$ cat src/rtl/neural_fifo_pkg.sv
// Shared types and defaults for the neural-data FIFO write scheduler.
package neural_fifo_pkg;

  typedef enum logic [1:0] {
    ST_IDLE = 2'd0,
    ST_PASS = 2'd1,
    ST_DROP = 2'd2
  } nfws_state_t;

  localparam int NFWS_FRAME_WORDS = 1400;
  localparam int NFWS_FIFO_DEPTH  = 4096;
  localparam int NFWS_MARGIN      = 16;
  localparam int NFWS_EVT_DEPTH   = 16;
  localparam int NFWS_DATA_W      = 16;
  localparam int NFWS_WRCNT_W     = 13;
  localparam int NFWS_DROP_W      = 16;

  // Word counter must hold the value FRAME_WORDS itself.
  function automatic int nfws_cnt_w(input int frame_words);
    return $clog2(frame_words + 1);
  endfunction

endpackage

$ cat src/rtl/nfws_event_queue.sv
// First-word-fall-through queue holding auxiliary event words until an inter-frame gap.
module nfws_event_queue #(
  parameter int DEPTH = 16,
  parameter int W     = 16
) (
  input  logic                   i_clk,
  input  logic                   i_rst,
  input  logic                   i_push,
  input  logic                   i_pop,
  input  logic [W-1:0]           i_data,
  output logic [W-1:0]           o_data,
  output logic                   o_empty,
  output logic [$clog2(DEPTH):0] o_count
);
  localparam int AW = $clog2(DEPTH);

  logic [W-1:0]  r_mem [DEPTH];
  logic [AW-1:0] r_wr_ptr;
  logic [AW-1:0] r_rd_ptr;
  logic [AW:0]   r_count;
  logic          w_full;
  logic          w_do_push;
  logic          w_do_pop;

  assign w_full    = (r_count == (AW+1)'(DEPTH));
  assign o_empty   = (r_count == '0);
  assign w_do_pop  = i_pop & ~o_empty;
  // A push into a full queue is taken when the head leaves in the same cycle.
  assign w_do_push = i_push & (~w_full | w_do_pop);
  assign o_data    = r_mem[r_rd_ptr];
  assign o_count   = r_count;

  always_ff @(posedge i_clk) begin
    if (w_do_push) r_mem[r_wr_ptr] <= i_data;
  end

  always_ff @(posedge i_clk or posedge i_rst) begin
    if (i_rst) begin
      r_wr_ptr <= '0;
      r_rd_ptr <= '0;
      r_count  <= '0;
    end else begin
      if (w_do_push) r_wr_ptr <= r_wr_ptr + AW'(1);
      if (w_do_pop)  r_rd_ptr <= r_rd_ptr + AW'(1);
      case ({w_do_push, w_do_pop})
        2'b10:   r_count <= r_count + (AW+1)'(1);
        2'b01:   r_count <= r_count - (AW+1)'(1);
        default: r_count <= r_count;
      endcase
    end
  end

endmodule

$ cat src/rtl/neural_fifo_write_scheduler.sv
// Sole writer of the neural-data FIFO: admits or drops whole SPI frames by free space,
// slots queued event words into inter-frame gaps, and keeps sticky host status.
module neural_fifo_write_scheduler
  import neural_fifo_pkg::*;
#(
  parameter int FRAME_WORDS = NFWS_FRAME_WORDS,
  parameter int FIFO_DEPTH  = NFWS_FIFO_DEPTH,
  parameter int MARGIN      = NFWS_MARGIN,
  parameter int EVT_DEPTH   = NFWS_EVT_DEPTH,
  parameter bit STOP_ON_OVF = 1'b1
) (
  input  logic                    dataclk,
  input  logic                    fifo_reset,
  input  logic [NFWS_DATA_W-1:0]  spi_word,
  input  logic                    spi_wen,
  input  logic                    spi_frame_start,
  input  logic                    evt_valid,
  input  logic [NFWS_DATA_W-1:0]  evt_data,
  output logic                    evt_ready,
  input  logic [NFWS_WRCNT_W-1:0] fifo_wr_count,
  input  logic                    fifo_full,
  output logic [NFWS_DATA_W-1:0]  fifo_din,
  output logic                    fifo_wen,
  output logic                    overflow,
  output logic                    frame_err,
  output logic [NFWS_DROP_W-1:0]  dropped_frames,
  output logic [1:0]              o_dbg_state
);
  localparam int          CNT_W      = nfws_cnt_w(FRAME_WORDS);
  localparam int          QCNT_W     = $clog2(EVT_DEPTH) + 1;
  localparam logic [31:0] ADMIT_NEED = 32'(FRAME_WORDS + MARGIN);
  localparam logic [31:0] FREE_MAX   = 32'(FIFO_DEPTH - 1);

  nfws_state_t             r_state;
  logic [CNT_W-1:0]        r_word_cnt;
  logic [NFWS_DATA_W-1:0]  r_fifo_din;
  logic                    r_fifo_wen;
  logic                    r_overflow;
  logic                    r_frame_err;
  logic [NFWS_DROP_W-1:0]  r_dropped;

  logic [31:0]             w_fill;
  logic                    w_fits;
  logic                    w_evt_fits;
  logic                    w_new_frame;
  logic                    w_stray;
  logic                    w_cont;
  logic [CNT_W-1:0]        w_next_cnt;
  logic                    w_last;
  logic                    w_spi_write;
  logic                    w_block;
  logic                    w_count_drop;
  logic                    w_evt_push;
  logic                    w_evt_pop;
  logic [NFWS_DATA_W-1:0]  w_q_data;
  logic                    w_q_empty;
  logic [QCNT_W-1:0]       w_q_count;

  // Event handshake: a word transfers on any dataclk edge where evt_valid and evt_ready
  // are both high; evt_ready depends only on queue occupancy, never on evt_valid.
  assign evt_ready  = (w_q_count != QCNT_W'(EVT_DEPTH));
  assign w_evt_push = evt_valid & evt_ready;

  // free >= need  <=>  wr_count + need <= FIFO_DEPTH-1, kept in 32 bits to avoid underflow.
  assign w_fill     = 32'(fifo_wr_count) + ADMIT_NEED;
  assign w_fits     = (w_fill <= FREE_MAX);
  assign w_evt_fits = (w_fill <  FREE_MAX);

  always_comb begin
    w_new_frame  = spi_wen & spi_frame_start;
    w_stray      = spi_wen & ~spi_frame_start & (r_state == ST_IDLE);
    w_cont       = spi_wen & ~spi_frame_start & (r_state != ST_IDLE);
    w_next_cnt   = w_new_frame ? CNT_W'(1) : (r_word_cnt + CNT_W'(1));
    w_last       = (w_next_cnt == CNT_W'(FRAME_WORDS));
    w_spi_write  = (w_new_frame & w_fits) | (w_cont & (r_state == ST_PASS));
    w_block      = STOP_ON_OVF & r_overflow;
    w_count_drop = w_new_frame & (~w_fits | w_block);
    w_evt_pop    = (r_state == ST_IDLE) & ~spi_wen & ~w_q_empty & w_evt_fits;
  end

  nfws_event_queue #(
    .DEPTH (EVT_DEPTH),
    .W     (NFWS_DATA_W)
  ) u_evq (
    .i_clk   (dataclk),
    .i_rst   (fifo_reset),
    .i_push  (w_evt_push),
    .i_pop   (w_evt_pop),
    .i_data  (evt_data),
    .o_data  (w_q_data),
    .o_empty (w_q_empty),
    .o_count (w_q_count)
  );

  always_ff @(posedge dataclk or posedge fifo_reset) begin
    if (fifo_reset) begin
      r_state     <= ST_IDLE;
      r_word_cnt  <= '0;
      r_fifo_din  <= '0;
      r_fifo_wen  <= 1'b0;
      r_overflow  <= 1'b0;
      r_frame_err <= 1'b0;
      r_dropped   <= '0;
    end else begin
      r_fifo_wen <= ~w_block & ((w_spi_write & ~fifo_full) | w_evt_pop);
      if (w_spi_write)    r_fifo_din <= spi_word;
      else if (w_evt_pop) r_fifo_din <= w_q_data;

      // A start word always opens a fresh frame, abandoning any partial one.
      if (w_new_frame | w_cont) begin
        r_word_cnt <= w_last ? '0 : w_next_cnt;
        if (w_last)           r_state <= ST_IDLE;
        else if (w_new_frame) r_state <= w_fits ? ST_PASS : ST_DROP;
      end

      if (w_stray | (w_new_frame & (r_state != ST_IDLE))) r_frame_err <= 1'b1;
      if ((w_new_frame & ~w_fits) | (w_spi_write & fifo_full)) r_overflow <= 1'b1;
      if (w_count_drop && (r_dropped != '1)) r_dropped <= r_dropped + NFWS_DROP_W'(1);
    end
  end

  assign fifo_din       = r_fifo_din;
  assign fifo_wen       = r_fifo_wen;
  assign overflow       = r_overflow;
  assign frame_err      = r_frame_err;
  assign dropped_frames = r_dropped;
  assign o_dbg_state    = r_state;

endmodule
$ cat config.mk
export PLATFORM = sky130hd
export DESIGN_NAME = neural_fifo_write_scheduler
export DESIGN_NICKNAME = d
export VERILOG_FILES = /design/src/rtl/neural_fifo_pkg.sv /design/src/rtl/nfws_event_queue.sv /design/src/rtl/neural_fifo_write_scheduler.sv
export SDC_FILE = /design/constraint.sdc
export NUM_CORES = 1
export LEC_CHECK = 0
export CORE_MARGIN = 8
export CORE_UTILIZATION = 45
export CTS_CLUSTER_DIAMETER = 150
export DETAILED_ROUTE_END_ITERATION = 10
export PLACE_DENSITY_LB_ADDON = 0.1
export REMOVE_ABC_BUFFERS = 1
export SLEW_MARGIN = 20
export SYNTH_ARGS = -nofsm -noshare
export SYNTH_HDL_FRONTEND = slang
export SYNTH_SLANG_ARGS = --single-unit
$ cat constraint.sdc
create_clock -name dataclk -period 4.7 [get_ports dataclk]
set_input_delay 0.94 -clock dataclk [delete_from_list [all_inputs] [get_ports dataclk]]
set_output_delay 0.94 -clock dataclk [all_outputs]
set_load 0.02 [all_outputs]
==> reports/qor.csv <==
metric;value;unit
ctsResizeCount;0;
ys_seq_elements;317;
drc_errors;0;
crit_path_end_kind;flip-flop;
wl;31800;µm
skew;18.5;ps
synth_warnings;0;
cts-buffers-inserted;36;
worst_ep_arrival_time;3850;ps
max_cap_violations;0;
cts_tree;done;
critPathMaxFanout;7;
fp.coreArea;28600;µm²
path_clk_slew;50;ps
hold_class;flip-flop to flip-flop;
yosysMostFrequentCell;edfxtp_1;
via_per_inst;5.75;
slew_headroom;0.262;
hpwl;19000;µm
rsz0062_at_grt;false;
drt_iter0_markers;601;
worstPathRequired;5090;ps
final_antenna_net_count;0;
ctsHoldBuffers;0;
max_clock_freq;289;MHz
antenna_found_initial;0;
wire_per_inst;24.3;µm
setup_tns;0;ps
grt-ovfl-total;0;
initial_utilization;0.456;
fin_nets;960;
cts_setup_buffers;0;
netlist_top_cells_count;edfxtp_1, dfrtp_1, mux4_2;
vias;7519;
syn_inst;784;
fp-row-count;62;
setup.worst_path.start_class;primary input;
cts_buffer_depth;3;
grt_pass1_wl;48600;µm
yosysUniqueCellTypes;58;
outcome;finished clean;
drtPass1Iterations;5;
finalCriticalPeriod;3460;ps
grt_max_degree;52;
synth_top_area_share;0.589;
dieArea;34700;µm²
clock_sink_count;317;
synth_area;13100;µm²
drive_gt1_frac;0.154;
yosys.area.top_type;edfxtp_1;
synth_edf_count;256;
drv_slew;0;
fp.dieW;186;µm
port_buffers;88;
irDropWorstVdd;0.292;mV
die_h;186;µm
diodes;0;
power_density;553;nW/µm²
p_leak;5.46;nW
setup_violations;0;
htreeDepth;2;
grt_pass1_vias;7895;
ys_top_cells_by_area;edfxtp_1, dfrtp_1, mux4_2;
fin_crit_sh;0.736;
ys_seq_area_frac;0.706;
ys.flop_type;edfxtp_1;
clk_latency;510;ps
avgSynthCellArea;16.7;µm²
worstMarginPinSlew;1100;ps
synthArstFlopShare;0.192;
final_hold_viol_count;0;
track_usage;0.181;
ios;89;
area_delta_synth_final;19.2;%
gp_congestion;0.809;
final_core_util;0.544;
clockRootBuffer;clkbuf_16;
crit_type;primary input to flip-flop;
[final timing paths]
check                                        startpoint                            to  slack [ps]  cells after the start
setup / recovery                       fifo_wr_count[3]  u_evq.o_count[4]$_DFFE_PP0P_        1240                     15
hold / removal                    frame_err$_DFFE_PP0P_         frame_err$_DFFE_PP0P_         460                      1
setup reg to reg           u_evq.o_count[0]$_DFFE_PP0P_  u_evq.o_count[4]$_DFFE_PP0P_        1800                     13
hold reg to reg                   frame_err$_DFFE_PP0P_         frame_err$_DFFE_PP0P_         460                      1
max in group asynchronous                    fifo_reset  u_evq.o_count[2]$_DFFE_PP0P_        2820                      3
min in group asynchronous                    fifo_reset       fifo_din[0]$_DFFE_PP0P_         870                      2
[metrics by stage]
stage	setup WS [ps]	hold WS, ps	instance area [µm²]	total power (W)	std cells
6_report	1240	459	15600	0.00861	1308
4_1_cts	1250	462	15600	0.00870	1308
5_1_grt	1030	481	15600	0.00902	1308
3_5_place_dp	722	450	14500	0.00610	1242
2_1_floorplan	143	479	12900	0.00528	742
3_3_place_gp	838	446	14500	0.00602	1242
[cell usage in the layout (no fill, tap or decap), types with 3 or more instances in the layout]
| cell | instances |
|---|---|
| clkdlybuf4s50_1 | 88 |
| xor2_1 | 23 |
| nand4_1 | 10 |
| mux2i_1 | 46 |
| nand3_1 | 13 |
| a22oi_1 | 11 |
| clkbuf_1 | 14 |
| buf_4 | 28 |
| nor2b_1 | 3 |
| and3_1 | 12 |
| nor4_1 | 9 |
| clkbuf_16 | 38 |
| a21oi_1 | 6 |
| o22ai_1 | 6 |
| clkinv_2 | 5 |
| ha_1 | 12 |
| a21o_1 | 6 |
| nor3_2 | 4 |
| dfrtp_1 | 59 |
| xnor2_1 | 11 |
| clkinv_1 | 4 |
| o21ai_0 | 22 |
| nor2_1 | 27 |
| edfxtp_1 | 256 |
| a221oi_1 | 22 |
| nand2_1 | 40 |
| o21ai_1 | 21 |
| mux4_2 | 47 |
| nor2_2 | 4 |
| inv_1 | 11 |
| nand2b_1 | 4 |
| nor3_1 | 14 |
[cell families after synthesis]
kind of cell / share of synthesized area
xor gates and xnor gates: 0.0228
and+or+nand+nor: 0.0626
adders and majority gates: 0.0130
muxes: 0.118
buffers and inverters: 0.0193
DFF: 0.706
AOI/OAI and AO/OA: 0.0585
[layer usage]
layer,wire [µm],track usage,vias to the layer above
met1,13800,0.240,3901
met3,1820,0.0352,50
li1,-,-,3325
met4,681,0.0496,0
met5,0,0,-
met2,15500,0.302,243
[power by group]
group          internal [W]  switching, W
Combinational       0.00106       0.00118
Clock               0.00152       0.00107
Sequential          0.00342      0.000360
Total               0.00600       0.00261
[layout make-up]
cell class | count | area, µm²
clock inverter | 12 | 71.3
inverter | 13 | 48.8
multi-input combinational | 412 | 3620
tap | 384 | 480
timing repair buffer | 116 | 1090
fill | 2285 | 13100
clock buffer | 54 | 1030
sequential | 317 | 9220
[critical path, cell delays in order]
cell	delay, ps
clkdlybuf4s50_1	460
ha_1	260
nor3b_1	260
a2bb2oi_2	160
a311o_1	370
inv_2	70
ha_1	220
inv_1	100
fa_1	400
inv_1	70
a21o_1	110
a21oi_1	80
xnor2_1	140
nor2_1	70
xnor2_1	130
[sequential cells by signal, indices dropped and copies added, names as in the netlist]
| register | cells |
|---|---|
| u_evq.r_mem | 256 |
| dropped_frames | 16 |
| fifo_din | 16 |
| r_word_cnt | 11 |
| u_evq.o_count | 5 |
| u_evq.r_rd_ptr | 4 |
| u_evq.r_wr_ptr | 4 |
| o_dbg_state | 2 |
| fifo_wen | 1 |
| frame_err | 1 |
| overflow | 1 |
(Power assumes the default switching activity.)
